### config.mk
export PLATFORM = sky130hd
export DESIGN_NAME = alu_seq_flat
export DESIGN_NICKNAME = d
export VERILOG_FILES = /design/src/rtl/alu_seq_if.sv /design/src/rtl/alu_seq.sv /design/src/flat_wrapper.sv
export SDC_FILE = /design/constraint.sdc
export NUM_CORES = 1
export LEC_CHECK = 0
export BUFFER_PORTS_ARGS = -buffer_cell sky130_fd_sc_hd__buf_4
export CORE_ASPECT_RATIO = 0.6
export CORE_UTILIZATION = 49
export DETAILED_ROUTE_END_ITERATION = 16
export PLACE_DENSITY = 0.68
export SYNTH_ARGS = -nofsm -noshare
export SYNTH_HDL_FRONTEND = slang
export SYNTH_SLANG_ARGS = --single-unit
### constraint.sdc
create_clock -name clk -period 4.8 [get_ports clk]
set_clock_uncertainty 0.15 [all_clocks]
set_input_delay 0.72 -clock clk [delete_from_list [all_inputs] [get_ports clk]]
set_output_delay 0.72 -clock clk [all_outputs]
set_load 0.1 [all_outputs]
### src/rtl/alu_seq_if.sv
// Issue/completion bundle between register-file read, the sequential ALU and writeback.
interface alu_seq_if #(
    parameter int WIDTH = 8
);
    logic             in_valid;
    logic             in_ready;
    logic [4:0]       op;
    logic [WIDTH-1:0] a_in;
    logic [WIDTH-1:0] b_in;
    logic [WIDTH-1:0] or2_in;
    logic             sel_a;
    logic             sel_b;
    logic             out_valid;
    logic [WIDTH-1:0] result;
    logic [WIDTH-1:0] result_hi;
    logic [3:0]       flags;
    logic             illegal_op;

    modport master (
        output in_valid, op, a_in, b_in, or2_in, sel_a, sel_b,
        input  in_ready, out_valid, result, result_hi, flags, illegal_op
    );

    modport slave (
        input  in_valid, op, a_in, b_in, or2_in, sel_a, sel_b,
        output in_ready, out_valid, result, result_hi, flags, illegal_op
    );
endinterface

### src/rtl/alu_seq.sv
// Registered ALU: 16 legacy ops, iterative shift-add MUL, bit-serial rotates, CMP.
// Carry-in for ADC/SBC/RLC/RRC comes from the registered Carry flag.
module alu_seq #(
    parameter int WIDTH  = 8,
    parameter bit MUL_EN = 1'b1
) (
    input  logic     clk,
    input  logic     rst,
    alu_seq_if.slave bus
);
    // state | meaning
    // IDLE  | ready; single-cycle ops complete on the accepting edge
    // ITER  | MUL or ROLN/RORN stepping one bit per edge while cnt counts down to 0
    localparam int SH_W  = $clog2(WIDTH);
    localparam int CNT_W = SH_W + 1;
    localparam logic [WIDTH:0] ONE = {{WIDTH{1'b0}}, 1'b1};

    typedef enum logic {IDLE, ITER} state_t;
    typedef enum logic [1:0] {K_MUL, K_ROL, K_ROR} kind_t;

    state_t           state_q, state_d;
    kind_t            kind_q, kind_d;
    logic [CNT_W-1:0] cnt_q, cnt_d;
    logic [WIDTH-1:0] hi_q, hi_d, lo_q, lo_d, mcand_q, mcand_d;
    logic [WIDTH-1:0] result_q, result_d, result_hi_q, result_hi_d;
    logic [3:0]       flags_q, flags_d;
    logic             out_valid_q, out_valid_d, illegal_q, illegal_d;

    logic [WIDTH-1:0] op_a, op_b;
    logic [SH_W-1:0]  rot_n;
    logic             accept, cin, rot_c;
    logic [WIDTH:0]   leg_w, cmp_w, mul_sum;
    logic [WIDTH-1:0] mul_hi_nx, mul_lo_nx, rot_nx;

    function automatic logic [3:0] flag_of(input logic [WIDTH-1:0] r, input logic c);
        return {^r, ~r[WIDTH-1], c, ~|r};
    endfunction

    assign bus.in_ready   = (state_q == IDLE);
    assign bus.out_valid  = out_valid_q;
    assign bus.result     = result_q;
    assign bus.result_hi  = result_hi_q;
    assign bus.flags      = flags_q;
    assign bus.illegal_op = illegal_q;

    assign accept = bus.in_valid & bus.in_ready;
    assign op_a   = bus.sel_a ? bus.b_in : bus.a_in;
    assign op_b   = bus.sel_b ? bus.or2_in : bus.b_in;
    assign rot_n  = op_b[SH_W-1:0];
    assign cin    = flags_q[1];
    assign cmp_w  = {1'b0, op_b} - {1'b0, op_a};

    // Subtractions keep bit WIDTH of the wrapped difference, which is the borrow.
    always_comb begin
        leg_w = '0;
        case (bus.op[3:0])
            4'h1:    leg_w = {1'b0, op_a};
            4'h2:    leg_w = {1'b0, ~op_a};
            4'h3:    leg_w = {1'b0, op_b};
            4'h4:    leg_w = {1'b0, op_a} + ONE;
            4'h5:    leg_w = {1'b0, op_a} - ONE;
            4'h6:    leg_w = {op_a, cin};
            4'h7:    leg_w = {op_a[0], cin, op_a[WIDTH-1:1]};
            4'h8:    leg_w = {1'b0, op_a} + {1'b0, op_b};
            4'h9:    leg_w = {1'b0, op_b} - {1'b0, op_a};
            4'hA:    leg_w = {1'b0, op_a} + {1'b0, op_b} + {{WIDTH{1'b0}}, cin};
            4'hB:    leg_w = {1'b0, op_b} - {1'b0, op_a} - {{WIDTH{1'b0}}, cin};
            4'hC:    leg_w = {1'b0, op_a & op_b};
            4'hD:    leg_w = {1'b0, op_a | op_b};
            4'hE:    leg_w = {1'b0, op_a ^ op_b};
            4'hF:    leg_w = {1'b0, ~(op_a ^ op_b)};
            default: leg_w = '0;
        endcase
    end

    // Shift-add step: {hi,lo} shifts right, multiplier bits leave lo as product bits enter.
    assign mul_sum   = {1'b0, hi_q} + (lo_q[0] ? {1'b0, mcand_q} : '0);
    assign mul_hi_nx = mul_sum[WIDTH:1];
    assign mul_lo_nx = {mul_sum[0], lo_q[WIDTH-1:1]};
    assign rot_nx    = (kind_q == K_ROL) ? {lo_q[WIDTH-2:0], lo_q[WIDTH-1]}
                                         : {lo_q[0], lo_q[WIDTH-1:1]};
    assign rot_c     = (kind_q == K_ROL) ? lo_q[WIDTH-1] : lo_q[0];

    always_comb begin
        state_d     = state_q;
        kind_d      = kind_q;
        cnt_d       = cnt_q;
        hi_d        = hi_q;
        lo_d        = lo_q;
        mcand_d     = mcand_q;
        result_d    = result_q;
        result_hi_d = result_hi_q;
        flags_d     = flags_q;
        out_valid_d = 1'b0;
        illegal_d   = 1'b0;
        case (state_q)
            IDLE: begin
                if (accept) begin
                    if (!bus.op[4]) begin
                        result_d    = leg_w[WIDTH-1:0];
                        result_hi_d = '0;
                        flags_d     = flag_of(leg_w[WIDTH-1:0], leg_w[WIDTH]);
                        out_valid_d = 1'b1;
                    end else begin
                        case (bus.op[3:0])
                            4'h0: begin
                                if (MUL_EN) begin
                                    state_d = ITER;
                                    kind_d  = K_MUL;
                                    cnt_d   = CNT_W'(WIDTH);
                                    hi_d    = '0;
                                    lo_d    = op_b;
                                    mcand_d = op_a;
                                end else begin
                                    out_valid_d = 1'b1;
                                    illegal_d   = 1'b1;
                                end
                            end
                            4'h1, 4'h2: begin
                                if (rot_n == '0) begin
                                    result_d    = op_a;
                                    result_hi_d = '0;
                                    flags_d     = flag_of(op_a, cin);
                                    out_valid_d = 1'b1;
                                end else begin
                                    state_d = ITER;
                                    kind_d  = (bus.op[3:0] == 4'h1) ? K_ROL : K_ROR;
                                    cnt_d   = {1'b0, rot_n};
                                    lo_d    = op_a;
                                end
                            end
                            4'h3: begin
                                flags_d     = flag_of(cmp_w[WIDTH-1:0], cmp_w[WIDTH]);
                                out_valid_d = 1'b1;
                            end
                            default: begin
                                out_valid_d = 1'b1;
                                illegal_d   = 1'b1;
                            end
                        endcase
                    end
                end
            end
            ITER: begin
                cnt_d = cnt_q - CNT_W'(1);
                if (kind_q == K_MUL) begin
                    hi_d = mul_hi_nx;
                    lo_d = mul_lo_nx;
                end else begin
                    lo_d = rot_nx;
                end
                if (cnt_q == CNT_W'(1)) begin
                    state_d     = IDLE;
                    out_valid_d = 1'b1;
                    if (kind_q == K_MUL) begin
                        result_d    = mul_lo_nx;
                        result_hi_d = mul_hi_nx;
                        flags_d     = flag_of(mul_lo_nx, |mul_hi_nx);
                    end else begin
                        result_d    = rot_nx;
                        result_hi_d = '0;
                        flags_d     = flag_of(rot_nx, rot_c);
                    end
                end
            end
            default: state_d = IDLE;
        endcase
    end

    always_ff @(posedge clk or posedge rst) begin
        if (rst) begin
            state_q <= IDLE;
        end else begin
            state_q <= state_d;
        end
    end

    always_ff @(posedge clk or posedge rst) begin
        if (rst) begin
            kind_q      <= K_MUL;
            cnt_q       <= '0;
            hi_q        <= '0;
            lo_q        <= '0;
            mcand_q     <= '0;
            result_q    <= '0;
            result_hi_q <= '0;
            flags_q     <= 4'b0101;
            out_valid_q <= 1'b0;
            illegal_q   <= 1'b0;
        end else begin
            kind_q      <= kind_d;
            cnt_q       <= cnt_d;
            hi_q        <= hi_d;
            lo_q        <= lo_d;
            mcand_q     <= mcand_d;
            result_q    <= result_d;
            result_hi_q <= result_hi_d;
            flags_q     <= flags_d;
            out_valid_q <= out_valid_d;
            illegal_q   <= illegal_d;
        end
    end
endmodule

### src/flat_wrapper.sv
// flat-port wrapper written by rule: the top's interface ports become plain ports
module alu_seq_flat 
#(
    parameter int WIDTH  = 8,
    parameter bit MUL_EN = 1'b1
)
  (clk, rst, bus_in_valid, bus_op, bus_a_in, bus_b_in, bus_or2_in, bus_sel_a, bus_sel_b, bus_in_ready, bus_out_valid, bus_result, bus_result_hi, bus_flags, bus_illegal_op);
  alu_seq_if #(.WIDTH(WIDTH)) bus_i ();
  input  logic clk;
  input  logic rst;
  input wire logic [$bits(bus_i.in_valid)-1:0] bus_in_valid;
  input wire logic [$bits(bus_i.op)-1:0] bus_op;
  input wire logic [$bits(bus_i.a_in)-1:0] bus_a_in;
  input wire logic [$bits(bus_i.b_in)-1:0] bus_b_in;
  input wire logic [$bits(bus_i.or2_in)-1:0] bus_or2_in;
  input wire logic [$bits(bus_i.sel_a)-1:0] bus_sel_a;
  input wire logic [$bits(bus_i.sel_b)-1:0] bus_sel_b;
  output wire logic [$bits(bus_i.in_ready)-1:0] bus_in_ready;
  output wire logic [$bits(bus_i.out_valid)-1:0] bus_out_valid;
  output wire logic [$bits(bus_i.result)-1:0] bus_result;
  output wire logic [$bits(bus_i.result_hi)-1:0] bus_result_hi;
  output wire logic [$bits(bus_i.flags)-1:0] bus_flags;
  output wire logic [$bits(bus_i.illegal_op)-1:0] bus_illegal_op;
  assign bus_i.in_valid = bus_in_valid;
  assign bus_i.op = bus_op;
  assign bus_i.a_in = bus_a_in;
  assign bus_i.b_in = bus_b_in;
  assign bus_i.or2_in = bus_or2_in;
  assign bus_i.sel_a = bus_sel_a;
  assign bus_i.sel_b = bus_sel_b;
  assign bus_in_ready = bus_i.in_ready;
  assign bus_out_valid = bus_i.out_valid;
  assign bus_result = bus_i.result;
  assign bus_result_hi = bus_i.result_hi;
  assign bus_flags = bus_i.flags;
  assign bus_illegal_op = bus_i.illegal_op;
  alu_seq #(.WIDTH(WIDTH), .MUL_EN(MUL_EN)) u_core (.clk(clk), .rst(rst), .bus(bus_i));
endmodule
==> flow_summary.yaml, run 1 <==
setup_path:
  path_common_cell: "buf_4"
  crit_end: "u_core.bus.result[7]"
  crit_chain: "buf_4 > mux2i_4 > clkinv_4 > ha_2 > fa_2 > or2_4 > buf_4 > a211o_1 > a211oi_2 > buf_4 > nor4_1 > xnor2_1 > o2111ai_1 > or3_1 > a221o_1"
  critPathKind: "in2reg"
  crit_start: "bus_sel_a"
  critPathMaxStageDelay_ns: 0.53
  cp.required_ns: 4.83
  slowest_stage: "a211oi_2"
  worstPathMaxFanout: 4
  r2r-end: "u_core.bus.flags[3]"
  rr_worst_depth: 12
  cp.depth: 15
  r2r_start: "u_core.bus.flags[1]"
  end_kind: "flop"
  crit_buf_inv: 4
  critPathArrivalTime_ns: 4.73
  ff2ff_setup_slack_ns: 1.01
  path_delay_family: "compound AO/OA/AOI/OAI gates"
  crit_path_start_kind: "primary input"
floorplanning:
  io_pins: 57
  die_y_um: 89.6
  rows: 31
  dieWidth_um: 148
  die-area_mm2: 0.0133
  core_mm2: 0.0123
  initial_core_util_pct: 51.1
drt:
  detail-route-antenna-nets: 0
  route.detailed.drc: 0
  vias_per_cell: 6.44
  dr.pass1.iters: 5
  wl_per_cell_um: 23.2
  wirelength_um: 25500
  drtIter0Drc: 758
  dr_total_vias: 7082
final_layout:
  finalNonFillerCells: 1100
  area_growth_pct: 26.9
  fin_util_pct: 64.9
  design_area_mm2: 0.00795
  n_antenna_cell: 0
  drive_gt1_share_pct: 25.8
  fin_nets: 1031
clock_tree:
  ctsHoldBuffers: 0
  clock_path_buffers: 2
  cts.sinks: 53
  cts_inserted_buffers: 5
  htreeDepth: 2
  cts_tree: "yes"
  root_buffer: "clkbuf_16"
  clk_pin_slew_ns: 0.07
  clk_latency_ns: 0.30
place:
  io_buffer_count: 56
  gp_congestion: 0.986
  dp.cells: 1091
  pre_cts_slack_ns: -0.242
  placed_area_mm2: 0.00768
  dpl.hpwl_um: 20600
synth:
  seq_area_frac_synth_pct: 21.2
  yosysWarnings: 0
  synth_edf_count: 0
  yosysMostFrequentCell: "nand2_1"
  synthesis.instances: 796
  synth_area_leaders: "dfrtp_1, ha_1, nand2_1"
  synth_cell_types: 81
  asyncSetResetFlopFracSynth_pct: 100
  syn_area_mm2: 0.00626
  ys_seq_elements: 53
  synth_top_cell_by_area: "dfrtp_1"
  syn_nets: 893
  yosys.area.top_type_share_pct: 20.4
  avgSynthCellArea_um2: 7.87
  yosys-top-cells-count: "nand2_1, nor2_1, ha_1"
  ys.flop_type: "dfrtp_1"
timing:
  fin_crit_sh_pct: 97.9
  fin_ws_ns: 0.100
  hold_violations: 0
  fmaxAchievable_ghz: 0.213
  setup_viol_count_final: 0
  worstMarginPinSlew_ns: 1.14
  slew_viol_final: 0
  timing.hold.ws_ns: 0.337
  fin_crit_ns: 4.70
  timing.slew.headroom_pct: 24.2
power:
  power_leakage_uw: 0.00365
  p_per_area_mw_per_mm2: 476
  ir_drop_v: 0.000270
grt:
  grt_pass1_wl_um: 38000
  grt_overflow_total: 0
  grt_pass1_vias: 6428
  grt_max_degree: 54
  antenna_found_initial: 0
  grt_usage_pct: 38.6
hold_path:
  hold_path_class: "reg2reg"
outcome:
  outcome: "completed"
flow_run:
  cap_violations: 0
[where the power goes]
part	total, uW	leakage [uW]	switching, uW	internal [uW]
Combinational	2640	0.00292	1710	934
Clock	362	0.0000706	169	192
Sequential	778	0.000667	156	621
Total	3780	0.00365	2040	1750
[layout make-up]
cell class	count	area (um2)
Fill cell	1071	4310
Clock inverter	2	10.0
Timing Repair Buffer	173	1310
Tap cell	165	206
Inverter	43	166
Sequential cell	53	1330
Clock buffer	6	129
Multi-Input combinational cell	658	4800
[logic make-up (layout without fill, tap and decap cells)]
family | Yosys count | count (layout) | share of synthesized area, %
XOR/XNOR | 46 | 46 | 6.65
multiplexers | 34 | 34 | 5.65
AO/OA/AOI/OAI | 240 | 240 | 27.2
buffers and inverters | 85 | 224 | 5.21
AND/OR/NAND/NOR | 275 | 275 | 21.0
adder cells (fa/ha/maj) | 63 | 63 | 13.1
flip-flops | 53 | 53 | 21.2
[worst register-to-register path, cell delays in order, from the launching register on]
cell and delay (ns):
dfrtp_1 0.52, ha_1 0.30, ha_1 0.26, o41ai_4 0.43, xor2_1 0.18, nor2_1 0.09
a211oi_2 0.18, ha_1 0.29, xnor2_2 0.15, xnor2_1 0.14, or4_1 0.47, a2111oi_2 0.31
and3b_1 0.21
[registers in the layout, indices dropped and copies added (netlist names), 2 cells and up]
signal,flops
u_core.lo_q,8
u_core.bus.result_hi,8
u_core.cnt_q,4
u_core.bus.result,8
u_core.hi_q,8
u_core.mcand_q,8
u_core.kind_q,2
u_core.bus.flags,4
[repair_timing]
action	4_1_cts	5_1_grt
gates resized for setup	0	23
setup buffers	0	1
setup endpoints to repair	0	1
[metrics by stage]
stage	setup TNS (ns)	power, uW
2_1_floorplan	0	2560
6_report	0	3780
3_3_place_gp	-0.147	3260
4_1_cts	0	3680
5_1_grt	-0.0197	3990
3_5_place_dp	-0.242	3320
[layout by cell type (no fill, tap or decap), types with 8 or more instances in the layout]
master	instances
xnor2_1	33
dfrtp_1	51
buf_4	172
xor2_1	9
ha_1	56
o21ai_0	51
nand2b_1	10
a21o_1	8
nand3_1	15
nor3_1	14
inv_1	34
a211oi_1	24
and2_1	12
a31oi_1	8
o211ai_1	9
nor2b_1	13
a21oi_1	36
nor2_1	67
nand2_1	92
mux2i_1	24
[metal layers]
metal	vias up	GRT usage (%)	wire length [um]
met4	0	6.00	400
met2	453	51.6	9730
li1	3189	-	-
met3	43	14.3	3700
met1	3397	58.3	11700
met5	-	0	0
[how the worst min path moves through the flow]
stage / startpoint / endpoint / slack (ns) / cells after the start
4_1_cts: u_core.mcand_q[6] / u_core.mcand_q[6] / 0.34 / 2
6_report: u_core.mcand_q[7] / u_core.mcand_q[7] / 0.34 / 2
3_5_place_dp: u_core.mcand_q[1] / u_core.mcand_q[1] / 0.32 / 2
3_3_place_gp: u_core.mcand_q[1] / u_core.mcand_q[1] / 0.31 / 2
2_1_floorplan: u_core.mcand_q[0] / u_core.mcand_q[0] / 0.29 / 2
5_1_grt: u_core.hi_q[3] / u_core.hi_q[3] / 0.36 / 2
Power figures use the tool's default switching activity.
==> run 2, diff against run 1 <==
- clock period: 4.8 -> 5.4 ns (I/O delays scaled with it)
==> flow_summary.yaml, run 2 (synthesis gave the netlist of run 1 again) <==
hold_path:
  min_to: "u_core.mcand_q[0]"
  hold_path_class: "reg2reg"
  hold_depth: 2
  hold_start: "u_core.mcand_q[0]"
final_layout:
  final_cell_mix: "buf_4, nand2_1, nor2_1"
  fin_nets: 967
  design_area_mm2: 0.00727
  n_antenna_cell: 0
  area_growth_pct: 16.1
  fin_util_pct: 59.3
  drive_gt1_share_pct: 17.1
  final_common_cell: "buf_4"
  fill_cells: 1142
drt:
  vias_per_cell: 6.43
  wirelength_um: 24000
  wl_per_cell_um: 23.2
  drtIter0Drc: 799
  route.detailed.drc: 0
  dr_total_vias: 6660
  dr.pass1.iters: 8
  detail-route-antenna-nets: 0
timing:
  timing.slew.headroom_pct: 24.5
  fin_crit_ns: 5.14
  rsz0062_at_grt: "no"
  slew_viol_final: 0
  tns_ns: 0
  fin_ws_ns: 0.256
  fmaxAchievable_ghz: 0.194
  setup_viol_count_final: 0
  fin_crit_sh_pct: 95.3
  worstMarginPinSlew_ns: 1.13
  hold_violations: 0
grt:
  met3_usage_pct: 17.6
  grt_usage_pct: 36.7
  grt_max_degree: 54
  antenna_found_initial: 0
  grt_pass1_wl_um: 35800
  gr-usage-met1_pct: 53.8
  top_usage_layer: "met1"
  grt_overflow_total: 0
  use_met2_pct: 47.3
  grt_pass1_vias: 6062
place:
  gp_congestion: 1.06
  io_buffer_count: 56
  placed_area_mm2: 0.00713
  dpl.hpwl_um: 20000
  pre_cts_slack_ns: 0.0403
setup_path:
  slowest_stage: "fa_1"
  r2r_start: "u_core.bus.flags[1]"
  cp.required_ns: 5.43
  critPathMaxStageDelay_ns: 0.45
  critPathArrivalTime_ns: 5.18
  crit_path_start_kind: "primary input"
  ff2ff_setup_slack_ns: 1.31
  r2r-end: "u_core.bus.flags[3]"
  path_delay_family: "simple AND/OR/NAND/NOR gates"
  rr_worst_depth: 13
  worstPathMaxFanout: 6
  crit_chain: "buf_4 > mux2i_2 > clkinv_2 > ha_1 > fa_1 > buf_4 > or2_1 > a211o_1 > nand2_1 > xor2_1 > nor2_1 > a211oi_1 > ha_1 > xnor2_1 > xnor2_1 > or4_1 > a2111oi_0 > and3b_1"
  crit_buf_inv: 3
  critPathKind: "in2reg"
  end_kind: "flop"
clock_tree:
  ctsResizeCount: 0
  clk_pin_slew_ns: 0.07
  htreeDepth: 2
  cts_inserted_buffers: 5
  cts_setup_buffers: 0
  root_buffer: "clkbuf_16"
  cts.sinks: 53
  clk_latency_ns: 0.30
  cts_tree: "yes"
  ctsHoldBuffers: 0
  clock_path_buffers: 2
floorplanning:
  core_mm2: 0.0123
  initial_core_util_pct: 51.1
  io_pins: 57
  die_y_um: 89.6
  rows: 31
  dieWidth_um: 148
  die-area_mm2: 0.0133
flow_run:
  cap_violations: 0
power:
  power_leakage_uw: 0.00331
  ir_drop_v: 0.000249
  p_per_area_mw_per_mm2: 441
outcome:
  outcome: "completed"
==> run 2: tightest hold or removal path: stages (launching register included) <==
cell	delay [ns]
dfrtp_1	0.34
nand2_1	0.04
o21ai_0	0.06
==> run 2: area by class of cell <==
type	instances	area [um2]	share of cell area, %
multi-input cells	658	4620	63.5
clock buffers	7	133	1.82
well taps	165	206	2.84
repair buffers	109	818	11.3
inverters	43	163	2.24
flip-flops and latches	53	1330	18.3
clock inverters	1	7.51	0.103
==> run 2: routing by layer <==
| layer | part of all wire (%) | vias to the layer above |
|---|---|---|
| met1 | 45 | 3152 |
| met3 | 17 | 38 |
| li1 | - | 3065 |
| met5 | 0 | - |
| met4 | 1.3 | 0 |
| met2 | 37 | 405 |
==> run 2: worst max path at each step <==
stage | start | endpoint | slack, ns | depth (start not counted)
2_1_floorplan | bus_sel_a | u_core.bus.flags[3] | 0.05 | 20
3_3_place_gp | bus_sel_a | u_core.bus.flags[3] | 0.1 | 18
3_5_place_dp | bus_sel_b | u_core.bus.flags[3] | 0.04 | 19
4_1_cts | bus_sel_b | u_core.bus.flags[3] | 0.34 | 19
5_1_grt | bus_sel_b | u_core.bus.flags[3] | 0.04 | 17
6_report | bus_sel_a | u_core.bus.flags[3] | 0.26 | 18
==> run 2: where the power goes <==
group	internal (uW)	total, uW	switching [uW]
sequential	552	703	151
clock	173	322	149
combinational	732	2180	1450
==> run 2: stage by stage <==
stage | total power (uW) | instances | hold slack (ns)
5_1_grt | 3390 | 1036 | 0.349
4_1_cts | 3160 | 1036 | 0.331
2_1_floorplan | 2260 | 796 | 0.292
6_report | 3210 | 1036 | 0.332
3_5_place_dp | 2840 | 1028 | 0.316
3_3_place_gp | 2800 | 1028 | 0.314
==> run 3, diff against run 2 <==
- MAX_ROUTING_LAYER: not set -> met4
- clock period: 5.4 -> 5.58 ns (I/O delays scaled with it)
==> flow_summary.yaml, run 3 (synthesis gave the netlist of run 1 again) <==
outcome:
  outcome: "completed"
setup_path:
  critPathKind: "in2reg"
  r2r-end: "u_core.bus.flags[3]"
  crit_path_start_kind: "primary input"
  worstPathMaxFanout: 8
  end_kind: "flop"
  r2r_start: "u_core.bus.flags[1]"
  cp.required_ns: 5.62
  crit_chain: "buf_4 > mux2i_1 > ha_1 > or2_1 > a2111oi_2 > a211oi_4 > a211o_2 > nor3_1 > ha_1 > xnor2_1 > xnor2_1 > or4_1 > a2111oi_0 > and3b_1"
  ff2ff_setup_slack_ns: 1.65
  critPathMaxStageDelay_ns: 0.71
  rr_worst_depth: 12
  crit_start: "bus_sel_a"
  crit_end: "u_core.bus.flags[3]"
  slowest_stage: "a2111oi_2"
  critPathArrivalTime_ns: 5.30
place:
  pre_cts_slack_ns: 0.108
  io_buffer_count: 56
  dpl.hpwl_um: 19700
  gp_congestion: 1.10
timing:
  rsz0062_at_grt: "no"
  fmaxAchievable_ghz: 0.190
  slew_viol_final: 0
  fin_crit_sh_pct: 94.2
  worstMarginPinSlew_ns: 1.13
  fin_ws_ns: 0.325
  setup_viol_count_final: 0
  hold_violations: 0
  timing.slew.headroom_pct: 24.8
  tns_ns: 0
  fin_crit_ns: 5.26
grt:
  grt_pass1_vias: 6182
  grt_overflow_total: 0
  grt_pass1_wl_um: 36800
  grt_usage_pct: 38.6
  grt_max_degree: 54
  antenna_found_initial: 0
power:
  ir_drop_v: 0.000200
  finalPower_uw: 3150
  comb_power_share_pct: 66.7
  p_clk_share_pct: 11.6
  switching_share_pct: 53.7
  p_per_area_mw_per_mm2: 435
  seq_power_share_pct: 21.7
  power_leakage_uw: 0.00329
  power.switching_uw: 1690
  p_int_uw: 1460
clock_tree:
  htreeDepth: 2
  cts_setup_buffers: 0
  ctsHoldBuffers: 0
  cts.sinks: 53
  clk_pin_slew_ns: 0.07
  root_buffer: "clkbuf_16"
  clk_latency_ns: 0.30
  clock_path_buffers: 2
  ctsResizeCount: 0
  cts_inserted_buffers: 5
  cts_tree: "yes"
drt:
  dr.pass1.iters: 7
  detail-route-antenna-nets: 0
  wl_per_cell_um: 23.7
  drtIter0Drc: 912
  dr_total_vias: 6866
  wirelength_um: 24300
  route.detailed.drc: 0
  vias_per_cell: 6.69
final_layout:
  final_cell_mix: "buf_4, nand2_1, nor2_1"
  fin_util_pct: 59.1
  final_common_cell: "buf_4"
  n_antenna_cell: 0
  drive_gt1_share_pct: 16.1
  fin_nets: 958
  area_growth_pct: 15.6
floorplanning:
  dieWidth_um: 148
  initial_core_util_pct: 51.1
  die_y_um: 89.6
  rows: 31
  io_pins: 57
  die-area_mm2: 0.0133
  core_mm2: 0.0123
flow_run:
  cap_violations: 0
hold_path:
  hold_path_class: "reg2reg"
  hold_depth: 2
==> run 3: metrics by stage <==
step,hold slack (ns),cell area [um2],cells
floorplan,0.292,6260,796
global placement,0.314,7060,1019
detailed placement,0.320,7060,1019
CTS,0.336,7230,1027
global route,0.352,7240,1027
finish,0.334,7240,1027
==> run 3: critical path, delay by kind of cell <==
kind            cells  cell delay [ns]
compound gates      4             1.67
xor+xnor            2             0.28
fa+ha+maj           2             0.61
buf+inv             1             0.17
mux                 1             0.56
simple gates        4             1.17
==> run 3: power by group through the flow <==
| stage | clock [uW] | combinational, uW | sequential (uW) |
|---|---|---|---|
| 3_5_place_dp | 0 | 2050 | 683 |
| 4_1_cts | 367 | 2060 | 676 |
| 3_3_place_gp | 0 | 2020 | 678 |
| 2_1_floorplan | 0 | 1100 | 1090 |
| 5_1_grt | 382 | 2240 | 699 |
| 6_report | 364 | 2100 | 684 |
==> run 3: metal layers <==
metal / part of all wire, % / up-vias / GRT usage [%]
met1: 46 / 3267 / 57.7
met4: 1.7 / 0 / 5.25
li1: - / 3038 / -
met5: 0 / - / -
met3: 15 / 63 / 12.0
met2: 37 / 498 / 50.0
==> run 3: worst min path at each step <==
stage	from	end	slack, ns
after floorplan	u_core.mcand_q[0]	u_core.mcand_q[0]	0.29
after global placement	u_core.bus.result[3]	u_core.bus.result[3]	0.31
after detailed placement	u_core.hi_q[0]	u_core.hi_q[0]	0.32
after CTS	u_core.mcand_q[2]	u_core.mcand_q[2]	0.34
after global routing	u_core.bus.result_hi[7]	u_core.bus.result_hi[7]	0.35
final	u_core.bus.result[3]	u_core.bus.result[3]	0.33
==> run 3: cell type report <==
type	instances	area (um2)
Fill cell	1156	5020
Multi-Input combinational cell	658	4620
Sequential cell	53	1330
Timing Repair Buffer	100	751
Tap cell	165	206
Inverter	43	161
Clock buffer	7	143
Clock inverter	1	30.0
